[config.mk]
export PLATFORM = sky130hd
export DESIGN_NAME = pipe_fetch_stage
export DESIGN_NICKNAME = d
export VERILOG_FILES = /design/src/rtl/pipe_pkg.sv /design/src/rtl/pipe_pc_mux.sv /design/src/rtl/pipe_fetch_stage.sv
export SDC_FILE = /design/constraint.sdc
export NUM_CORES = 1
export LEC_CHECK = 0
export CAP_MARGIN = 20
export CELL_PAD_IN_SITES_DETAIL_PLACEMENT = 0
export CELL_PAD_IN_SITES_GLOBAL_PLACEMENT = 2
export CORE_UTILIZATION = 25
export CTS_BUF_LIST = sky130_fd_sc_hd__clkbuf_4
export CTS_CLUSTER_DIAMETER = 40
export DETAILED_ROUTE_END_ITERATION = 16
export GPL_TIMING_DRIVEN = 1
export PLACE_DENSITY_LB_ADDON = 0.1
export REMOVE_ABC_BUFFERS = 1
export SLEW_MARGIN = 5
export SYNTH_ARGS = -nofsm -noshare
export SYNTH_HDL_FRONTEND = slang
export SYNTH_SLANG_ARGS = --single-unit
[constraint.sdc]
create_clock -name clk -period 2.85 [get_ports clk]
set_clock_uncertainty 0.15 [all_clocks]
set_input_delay 0.285 -clock clk [delete_from_list [all_inputs] [get_ports clk]]
set_output_delay 0.285 -clock clk [all_outputs]
set_load 0.05 [all_outputs]
[src/rtl/pipe_pkg.sv]
// Shared definitions for the pipeline front end: PC-source encodings,
// the bubble instruction, fetch-state encoding and an alignment helper.
package pipe_pkg;

  localparam int unsigned XLEN    = 32;
  localparam int unsigned PCSRC_W = 2;

  localparam logic [PCSRC_W-1:0] PCSRC_SEQ = 2'b00;
  localparam logic [PCSRC_W-1:0] PCSRC_BR  = 2'b01;
  localparam logic [PCSRC_W-1:0] PCSRC_JR  = 2'b10;
  localparam logic [PCSRC_W-1:0] PCSRC_J   = 2'b11;

  // sll $0,$0,0
  localparam logic [XLEN-1:0] NOP_INST = 32'h0000_0000;

  typedef enum logic {
    S_REQ  = 1'b0,
    S_HOLD = 1'b1
  } fetch_state_e;

  // Force a byte address onto a word boundary.
  function automatic logic [XLEN-1:0] align_word(input logic [XLEN-1:0] addr);
    return addr & ~XLEN'(3);
  endfunction

endpackage

[src/rtl/pipe_pc_mux.sv]
// Next-PC target selection (sequential, branch, register jump, absolute jump)
// with word alignment applied to the selected target.
module pipe_pc_mux
  import pipe_pkg::*;
(
  input  logic [PCSRC_W-1:0] sel,
  input  logic [XLEN-1:0]    seq,
  input  logic [XLEN-1:0]    bpc,
  input  logic [XLEN-1:0]    rpc,
  input  logic [XLEN-1:0]    jpc,
  output logic [XLEN-1:0]    target
);

  logic [XLEN-1:0] raw;

  always_comb begin
    raw = seq;
    unique case (sel)
      PCSRC_SEQ: raw = seq;
      PCSRC_BR:  raw = bpc;
      PCSRC_JR:  raw = rpc;
      PCSRC_J:   raw = jpc;
      default:   raw = seq;
    endcase
    target = align_word(raw);
  end

endmodule

[src/rtl/pipe_fetch_stage.sv]
// Instruction-fetch stage: owns the PC, fetches over a req/ack memory port,
// inserts bubbles during wait states and parks a redirect until the delay slot lands.
module pipe_fetch_stage #(
  parameter logic [31:0] RESET_PC = 32'h0000_0000,
  parameter logic [31:0] NOP_INST = 32'h0000_0000
) (
  input  logic        clk,
  input  logic        clrn,
  input  logic        wpcir,
  input  logic [1:0]  pcsource,
  input  logic [31:0] bpc,
  input  logic [31:0] rpc,
  input  logic [31:0] jpc,
  output logic        imem_req,
  output logic [31:0] imem_addr,
  input  logic [31:0] imem_rdata,
  input  logic        imem_ack,
  output logic [31:0] pc,
  output logic [31:0] p4,
  output logic [31:0] inst,
  output logic        wir
);

  import pipe_pkg::*;

  fetch_state_e    state, state_nxt;
  logic [XLEN-1:0] pc_nxt;
  logic [XLEN-1:0] hold_buf, hold_buf_nxt;
  logic            red_valid, red_valid_nxt;
  logic [XLEN-1:0] red_target, red_target_nxt;
  logic [XLEN-1:0] sel_target;
  logic [XLEN-1:0] npc;

  assign p4 = pc + XLEN'(4);

  pipe_pc_mux u_pc_mux (
    .sel    (pcsource),
    .seq    (p4),
    .bpc    (bpc),
    .rpc    (rpc),
    .jpc    (jpc),
    .target (sel_target)
  );

  // A parked redirect outranks whatever ID presents now.
  assign npc = red_valid ? red_target : sel_target;

  assign imem_addr = pc;
  assign imem_req  = clrn && (state == S_REQ);
  assign wir       = clrn && wpcir;

  // Instruction presented to IF/ID; bubbles whenever no word is deliverable.
  always_comb begin
    inst = NOP_INST;
    if (clrn) begin
      unique case (state)
        S_REQ:   if (imem_ack && wpcir) inst = imem_rdata;
        S_HOLD:  if (wpcir) inst = hold_buf;
        default: inst = NOP_INST;
      endcase
    end
  end

  // Next-state and datapath update.
  always_comb begin
    state_nxt      = state;
    pc_nxt         = pc;
    hold_buf_nxt   = hold_buf;
    red_valid_nxt  = red_valid;
    red_target_nxt = red_target;
    unique case (state)
      S_REQ: begin
        if (imem_ack) begin
          if (wpcir) begin
            pc_nxt        = npc;
            red_valid_nxt = 1'b0;
          end else begin
            hold_buf_nxt = imem_rdata;
            state_nxt    = S_HOLD;
          end
        end else if (wpcir && (pcsource != PCSRC_SEQ) && !red_valid) begin
          // Branch left ID while its delay slot is still in flight.
          red_target_nxt = sel_target;
          red_valid_nxt  = 1'b1;
        end
      end
      S_HOLD: begin
        if (wpcir) begin
          pc_nxt        = npc;
          red_valid_nxt = 1'b0;
          state_nxt     = S_REQ;
        end
      end
      default: state_nxt = S_REQ;
    endcase
  end

  always_ff @(posedge clk or negedge clrn) begin
    if (!clrn) begin
      state      <= S_REQ;
      pc         <= RESET_PC;
      hold_buf   <= '0;
      red_valid  <= 1'b0;
      red_target <= '0;
    end else begin
      state      <= state_nxt;
      pc         <= pc_nxt;
      hold_buf   <= hold_buf_nxt;
      red_valid  <= red_valid_nxt;
      red_target <= red_target_nxt;
    end
  end

  // A second redirect while one is parked cannot happen with bubble insertion.
  a_no_double_redirect : assert property (@(posedge clk) disable iff (!clrn)
    !(red_valid && wpcir && (pcsource != PCSRC_SEQ)));

  a_pc_aligned : assert property (@(posedge clk) disable iff (!clrn)
    pc[1:0] == 2'b00);

endmodule

==> After elaboration in Yosys (flattened, before gate mapping) <==
Cells that the tools add are included.
{ "op_classes": {"n_addsub": 1, "eq_ne": 5, "mux": 16, "n_bitwise": 3, "n_reduce_logical": 10} }
{ "ops": {"columns": ["operator", "n"], "rows": [
  ["$mux W32", 6],
  ["$pmux W32 S2", 2],
  ["$pmux W32 S4", 1],
  ["$add A32 B3 Y32 const B", 1],
  ["$reduce_and A3 Y1", 2],
  ["$logic_and A1 B1 Y1", 5],
  ["$mux W1", 5],
  ["$eq A2 B2 Y1 const B", 2],
  ["$pmux W1 S2", 2],
  ["$ne A3 B2 Y1 const B", 1],
  ["$not A1 Y1", 3],
  ["$eq A2 B1 Y1 const B", 1],
  ["$logic_not A2 Y1", 1],
  ["$ne A2 B2 Y1 const B", 1],
  ["$reduce_bool A2 Y1", 1],
  ["$logic_not A1 Y1", 1]
]} }
{ "word_totals": {"register_bits": 96, "out_inout_bits": 130, "word_cells": 40} }

==> Depth between registers and ports, before layout <==
Gate-level depths: netlist (run 1).
{ "logic_depth": {"depth_word": 6, "mapped_depth": 7} }

==> Hierarchy <==
From an unflattened synthesis (run 1), not the netlist that was laid out.
{ "hier_totals": {"hier_cells": 517, "hier_area_um2": 5898.2} }
{ "by_module_without_submodules": {"columns": ["module", "instances", "cells_each", "area_each_um2", "seq_area_each_um2"], "rows": [
  ["pipe_fetch_stage", 1, 478, 5154.9, 2452.4],
  ["pipe_pc_mux", 1, 39, 743.2, 0.0]
]} }

==> Worst setup path after synthesis (run 1) <==
OpenSTA, ideal clock, no wires.
{ "synth_path": {"path_type": "register to output", "start": "reg pc[4] (netlist: imem_addr[4])", "end": "out p4[27]", "arrival_time_ns": 2.690, "path_slack_ns": -0.275, "path_stages_with_launch": 6, "path_cell_list": "dfrtp_1 and4_4 buf_8 nand4_4 or4_4 xnor2_1"} }
{ "synth_via": {"elab_chain_len": 1} }
{ "synth_rtl": {"columns": ["element", "line", "source"], "rows": [
  ["start, declared", "pipe_fetch_stage.sv:18", "output logic [31:0] pc,"],
  ["start signal, assigned", "pipe_fetch_stage.sv:107", "pc <= pc_nxt;"],
  ["$add A32 B3 Y32", "pipe_fetch_stage.sv:34", "assign p4 = pc + XLEN'(4);"],
  ["end, declared", "pipe_fetch_stage.sv:19", "output logic [31:0] p4,"]
]} }
No other way between the ends.

==> Worst setup path in the final report (run 1) <==
{ "layout_path": {"start": "reg pc[2] (netlist: imem_addr[2])", "end": "out p4[5]"} }
Same word-level chain as after synthesis.

==> out/qor.yml, run 1 <==
status: "complete, no violations"
critical_path_class: "reg -> out"
wl_per_cell_um: 18.7
clock-sinks: 94
areaGrowthSynthToFinish_pct: 58.9
syn_avg_cell_area_um2: 8.85
core_mm2: 0.0243
dr.pass1.iters: 5
port_buffers: 251
p_int_mw: 3.50
antenna_found_initial: 1
post_drt_via_cell_ratio: 4.84
setup_tns_ns: 0
hold_viol: 0
start_util: 0.255
drive_gt1_frac: 0.231
clock_latency_ns: 0.48
power.total_mw: 6.41
io_pins: 264
p_leak_nw: 4.02
clk_pin_slew_ns: 0.17
relSlewSlack: 0.369
ys_async_sr_fraction: 1.00
grt_max_degree: 66
setup_viol: 0
fill_cells: 2430
synth_flop_cell: "dfrtp_1"
grt_pass1_wl_mm: 36.9
place.gp.congestion: 0.772
htree_levels: 3
final.period_utilization: 0.965
pwr-share-seq: 0.296
num_rows: 57
root_buffer: "clkbuf_4"
hold_ws_ns: 0.202
stdcell_area_mm2: 0.00987
timing.fmax_mhz: 364
place.detailed.hpwl_mm: 16.9
power_switching_mw: 2.91
ys_ff_latch: 94
mostFrequentLayoutCells: "190 x clkdlybuf4s50_1, 84 x dfrtp_1, 69 x nor2_1, 67 x nand2_1, 59 x buf_4"
die_y_um: 160
grt.overflow.total: 0
syn_inst: 702
post_dp_cell_area_mm2: 0.00944
report.final.slew_viol_count: 0
peakVddDrop_mv: 0.367
combPwrFrac: 0.552
yosysSeqAreaShare: 0.379
drc_errors: 0
syn_area_mm2: 0.00621
synth_edf_count: 0
cts_buffers: 9
cp.arrival_ns: 2.32
layout.nets: 1071
min_path_type: "in -> async"
final_common_cell: "clkdlybuf4s50_1"
via_count: 6136
grt_use_total: 0.187
critPathLaunchType: "flip-flop"
dieArea_mm2: 0.0255
p_clk_frac: 0.152
rsz0062_at_grt: "yes"
grt_pass1_vias: 6256
utilization: 0.406
drt-initial-drc-count: 385
ant_nets: 0
synth_cell_types: 63
period_needed_ns: 2.75
cp.required_ns: 2.41
routed_wl_mm: 23.7
cts_tree: "done"
drv_cap: 0
worst_setup_path_end_kind: "output port"
critPathMaxFanout: 4
p_sw_frac: 0.454
die_w_um: 160
synth_warnings: 0
powerDensity_mw_per_mm2: 649
tightest_slew_ns: 0.946
cts_buffer_depth: 2
-- power groups by stage --
stage	Clock, mW	Combinational [mW]	Sequential [mW]
final	0.975	3.54	1.89
after global routing	1.05	3.74	1.95
after CTS	1.00	3.49	1.91
after detailed placement	0	3.43	1.96
after global placement	0	3.41	1.93
after floorplan	0	1.19	2.68
-- state kept, by name, indices dropped and copies added (netlist names) --
signal and flops:
hold_buf 32, imem_addr 30, red_target 30, red_valid 1
state 1
-- worst max-delay path: stages (launching register included) --
cell and delay (ns):
dfrtp_2 0.46, buf_4 0.16, buf_4 0.15, nand3_1 0.09, xnor2_1 0.14, clkdlybuf4s50_1 0.84
-- worst paths after layout --
kind	from	endpoint	slack (ns)	cells past startpoint
worst max register to register	state	red_target[20]	0.58	3
min in group clk	pcsource[0]	red_target[14]	0.28	5
worst min-delay path	clrn	hold_buf[18]	0.20	3
worst min register to register	red_target[31]	red_target[31]	0.35	2
max in group asynchronous	clrn	imem_addr[20]	1.05	4
worst max-delay path	imem_addr[2]	p4[5]	0.1	5
-- per-stage QoR --
| stage | setup WS, ns | std cells |
|---|---|---|
| global placement | 0.233 | 1232 |
| finish | 0.0991 | 1267 |
| CTS | 0.000955 | 1257 |
| global route | 0.00475 | 1266 |
| floorplan | -1.07 | 616 |
| detailed placement | 0.208 | 1232 |
-- cell usage after synthesis, drive strengths merged, types with 3 or more instances --
library cell / count / area, um^2
mux4: 3 / 67.6
a22oi: 33 / 248
buf: 59 / 392
mux2i: 22 / 220
nor3: 7 / 40.0
nor2b: 4 / 25.0
and4: 7 / 63.8
nand2: 68 / 255
a21o: 5 / 37.5
inv: 8 / 30.0
a31oi: 16 / 100
o211ai: 3 / 22.5
clkbuf: 32 / 120
a221oi: 3 / 26.3
and2: 4 / 25.0
xor2: 5 / 43.8
a21oi: 31 / 155
nor4: 6 / 43.8
xnor2: 18 / 158
and3: 15 / 93.8
nand3: 20 / 110
o22ai: 5 / 31.3
nand4: 14 / 109
nor2: 71 / 267
nand3b: 9 / 67.6
o21ai: 54 / 270
dfrtp: 94 / 2350
or2: 6 / 37.5
or3: 5 / 31.3
mux2: 47 / 529
-- timing repair --
action                                  4_1_cts  5_1_grt
setup buffers                                 7        8
endpoints found under the setup margin       19       13
pin swaps                                     1        4
hold buffers                                  2        0
resized for setup                            17       15
endpoints found under the hold margin        29        0
-- cells by family (layout without fill, tap and decap cells) --
logic type | after synthesis | after routing | share of synthesized area
AND/OR/NAND/NOR | 241 | 241 | 0.195
AO/OA/AOI/OAI | 170 | 170 | 0.172
buffers and inverters | 100 | 334 | 0.0878
flip-flops | 94 | 94 | 0.379
multiplexers | 72 | 72 | 0.132
XOR/XNOR | 23 | 23 | 0.0324
adder cells (fa/ha/maj) | 1 | 1 | 0.00201
other | 1 | 8 | 0.000604
-- layout make-up --
| cell class | count | area [um^2] | area share |
|---|---|---|---|
| Sequential cell | 94 | 2360 | 0.240 |
| Multi-Input combinational cell | 513 | 3410 | 0.346 |
| Inverter | 9 | 33.8 | 0.00342 |
| Antenna cell | 2 | 5.00 | 0.000507 |
| Clock inverter | 7 | 121 | 0.0123 |
| Clock buffer | 9 | 67.6 | 0.00685 |
| Timing Repair Buffer | 309 | 3460 | 0.350 |
| Tap cell | 324 | 405 | 0.0411 |
-- layer usage --
layer	vias to the layer above	share of wire	track usage
met5	-	0	0
met4	0	0.011	0.0476
met3	14	0.049	0.0284
met2	193	0.48	0.313
met1	2976	0.46	0.251
li1	2953	-	-
Note: power is estimated with default switching activity, not from simulation.
==> run 2, diff against run 1 <==
CORE_MARGIN = 3   (was unset)
==> run 2 against run 1 <==
Compared with the run above: combinational power grew 1%; core utilization shrank 0.088 points; routed wire length grew 1.8%; largest power group unchanged.
==> out/qor.yml, run 2 (same netlist as run 1, synthesis figures left out) <==
status: "complete, no violations"
rsz0062_at_grt: "yes"
place.gp.congestion: 0.779
final.period_utilization: 0.966
combPwrFrac: 0.581
io_pins: 264
cts_tree: "done"
p_sw_frac: 0.469
final_common_cell: "clkdlybuf4s50_1"
period_needed_ns: 2.75
setup_viol: 0
die_w_um: 164
powerDensity_mw_per_mm2: 626
dr.pass1.iters: 5
drc_errors: 0
report.final.slew_viol_count: 0
timing.fmax_mhz: 363
grt_max_degree: 53
p_clk_frac: 0.109
grt_use_total: 0.177
drv_cap: 0
hold_viol: 0
relSlewSlack: 0.384
clk_pin_slew_ns: 0.17
critPathLaunchType: "flip-flop"
regMostFlops: "hold_buf"
max_stage_delay_ns: 0.51
p_int_mw: 3.28
clock-sinks: 94
cp.required_ns: 2.41
antenna_found_initial: 2
routed_wl_mm: 24.1
grt_pass1_wl_mm: 36.7
cp.arrival_ns: 2.32
start_util: 0.255
num_rows: 57
drive_gt1_frac: 0.244
worstPathCellList: "nand4_2 -> nor4_2 -> nand2_1 -> xnor2_1 -> buf_12"
die_y_um: 164
core_mm2: 0.0244
ant_nets: 0
layout.nets: 1080
power_switching_mw: 2.90
htree_levels: 3
post_dp_cell_area_mm2: 0.00945
critical_path_class: "reg -> out"
dieArea_mm2: 0.0268
tightest_slew_ns: 0.921
root_buffer: "clkbuf_4"
pwr-share-seq: 0.310
p_leak_nw: 4.03
critPathMaxFanout: 9
place.detailed.hpwl_mm: 17.7
wl_per_cell_um: 18.9
areaGrowthSynthToFinish_pct: 59.0
worst_setup_path_end_kind: "output port"
peakVddDrop_mv: 0.401
min_path_type: "in -> reg"
largest_register_ffs: 32
cts_buffers: 9
clock_latency_ns: 0.49
port_buffers: 251
drt-initial-drc-count: 330
hold_ws_ns: 0.293
cts_buffer_depth: 2
grt_pass1_vias: 6287
stdcell_area_mm2: 0.00987
mostFrequentLayoutCells: "188 x clkdlybuf4s50_1, 82 x dfrtp_1, 72 x buf_4, 69 x nor2_1, 67 x nand2_1"
critPathSlowestCell: "dfrtp_2"
grt.overflow.total: 0
post_drt_via_cell_ratio: 4.92
via_count: 6281
==> run 2: cell types whose count changed in the layout (fill, tap and decap cells not counted), sizes merged <==
cell,before,now
clkinv,3,7
buf,114,126
bufbuf,0,1
dlygate4sd2,1,0
dlygate4sd3,2,1
clkdlybuf4s50,190,188
inv,9,8
bufinv,3,0
==> run 2: worst max-delay path: cells and delay by family, from the launching register on <==
family | cells | cell delay [ns]
DFF | 1 | 0.51
and+or+nand+nor | 3 | 0.83
buffers and inverters | 1 | 0.19
xor gates and xnor gates | 1 | 0.31
==> run 2: per-stage QoR <==
step,setup slack [ns],utilization,setup TNS [ns],power (mW),cells
after global placement,0.287,0.387,0,5.36,1233
after global routing,-0.0305,0.405,-0.0359,6.52,1276
after detailed placement,0.249,0.387,0,5.39,1233
after floorplan,-1.07,-,-54.84,3.87,616
after CTS,0.00280,0.401,0,6.20,1266
final,0.0970,0.405,0,6.18,1276
==> run 2: final cells by class <==
class | instances | area [um^2]
Antenna cell | 2 | 5.00
Clock buffer | 9 | 67.6
Clock inverter | 7 | 41.3
Fill cell | 2470 | 14500
Inverter | 9 | 33.8
Multi-Input combinational cell | 513 | 3420
Sequential cell | 94 | 2370
Tap cell | 324 | 405
Timing Repair Buffer | 318 | 3530
==> run 2: power groups by stage <==
stage          Sequential [mW]  Clock, mW  Combinational (mW)
2_1_floorplan             2.68          0                1.19
3_3_place_gp              1.96          0                3.40
3_5_place_dp              1.98          0                3.41
4_1_cts                   1.93      0.702                3.57
5_1_grt                   1.97      0.766                3.79
6_report                  1.91      0.675                3.59
==> run 2: timing repair <==
action,4_1_cts,5_1_grt
setup buffers,16,8
pin swaps,4,2
gates resized for setup,29,6
hold endpoints to repair,94,0
endpoints found under the setup margin,16,8
hold buffers,1,0
==> run 2: worst paths after layout <==
check / start / to / slack, ns / cells after the start
max in group asynchronous: clrn / imem_addr[15] / 1.61 / 3
min in group asynchronous: clrn / imem_addr[19] / 0.33 / 3
setup reg to reg: state / imem_addr[27] / 0.73 / 4
hold / removal: imem_rdata[26] / hold_buf[26] / 0.29 / 2
setup / recovery: imem_addr[23] / p4[25] / 0.1 / 5
hold reg to reg: red_target[4] / red_target[4] / 0.35 / 2
==> run 2: metal layers <==
layer / vias up / track usage / wire [um]
met1: 3089 / 0.232 / 10600
met3: 22 / 0.0322 / 1290
met5: - / 0 / 14
met2: 182 / 0.299 / 11800
li1: 2986 / - / -
met4: 2 / 0.0492 / 353
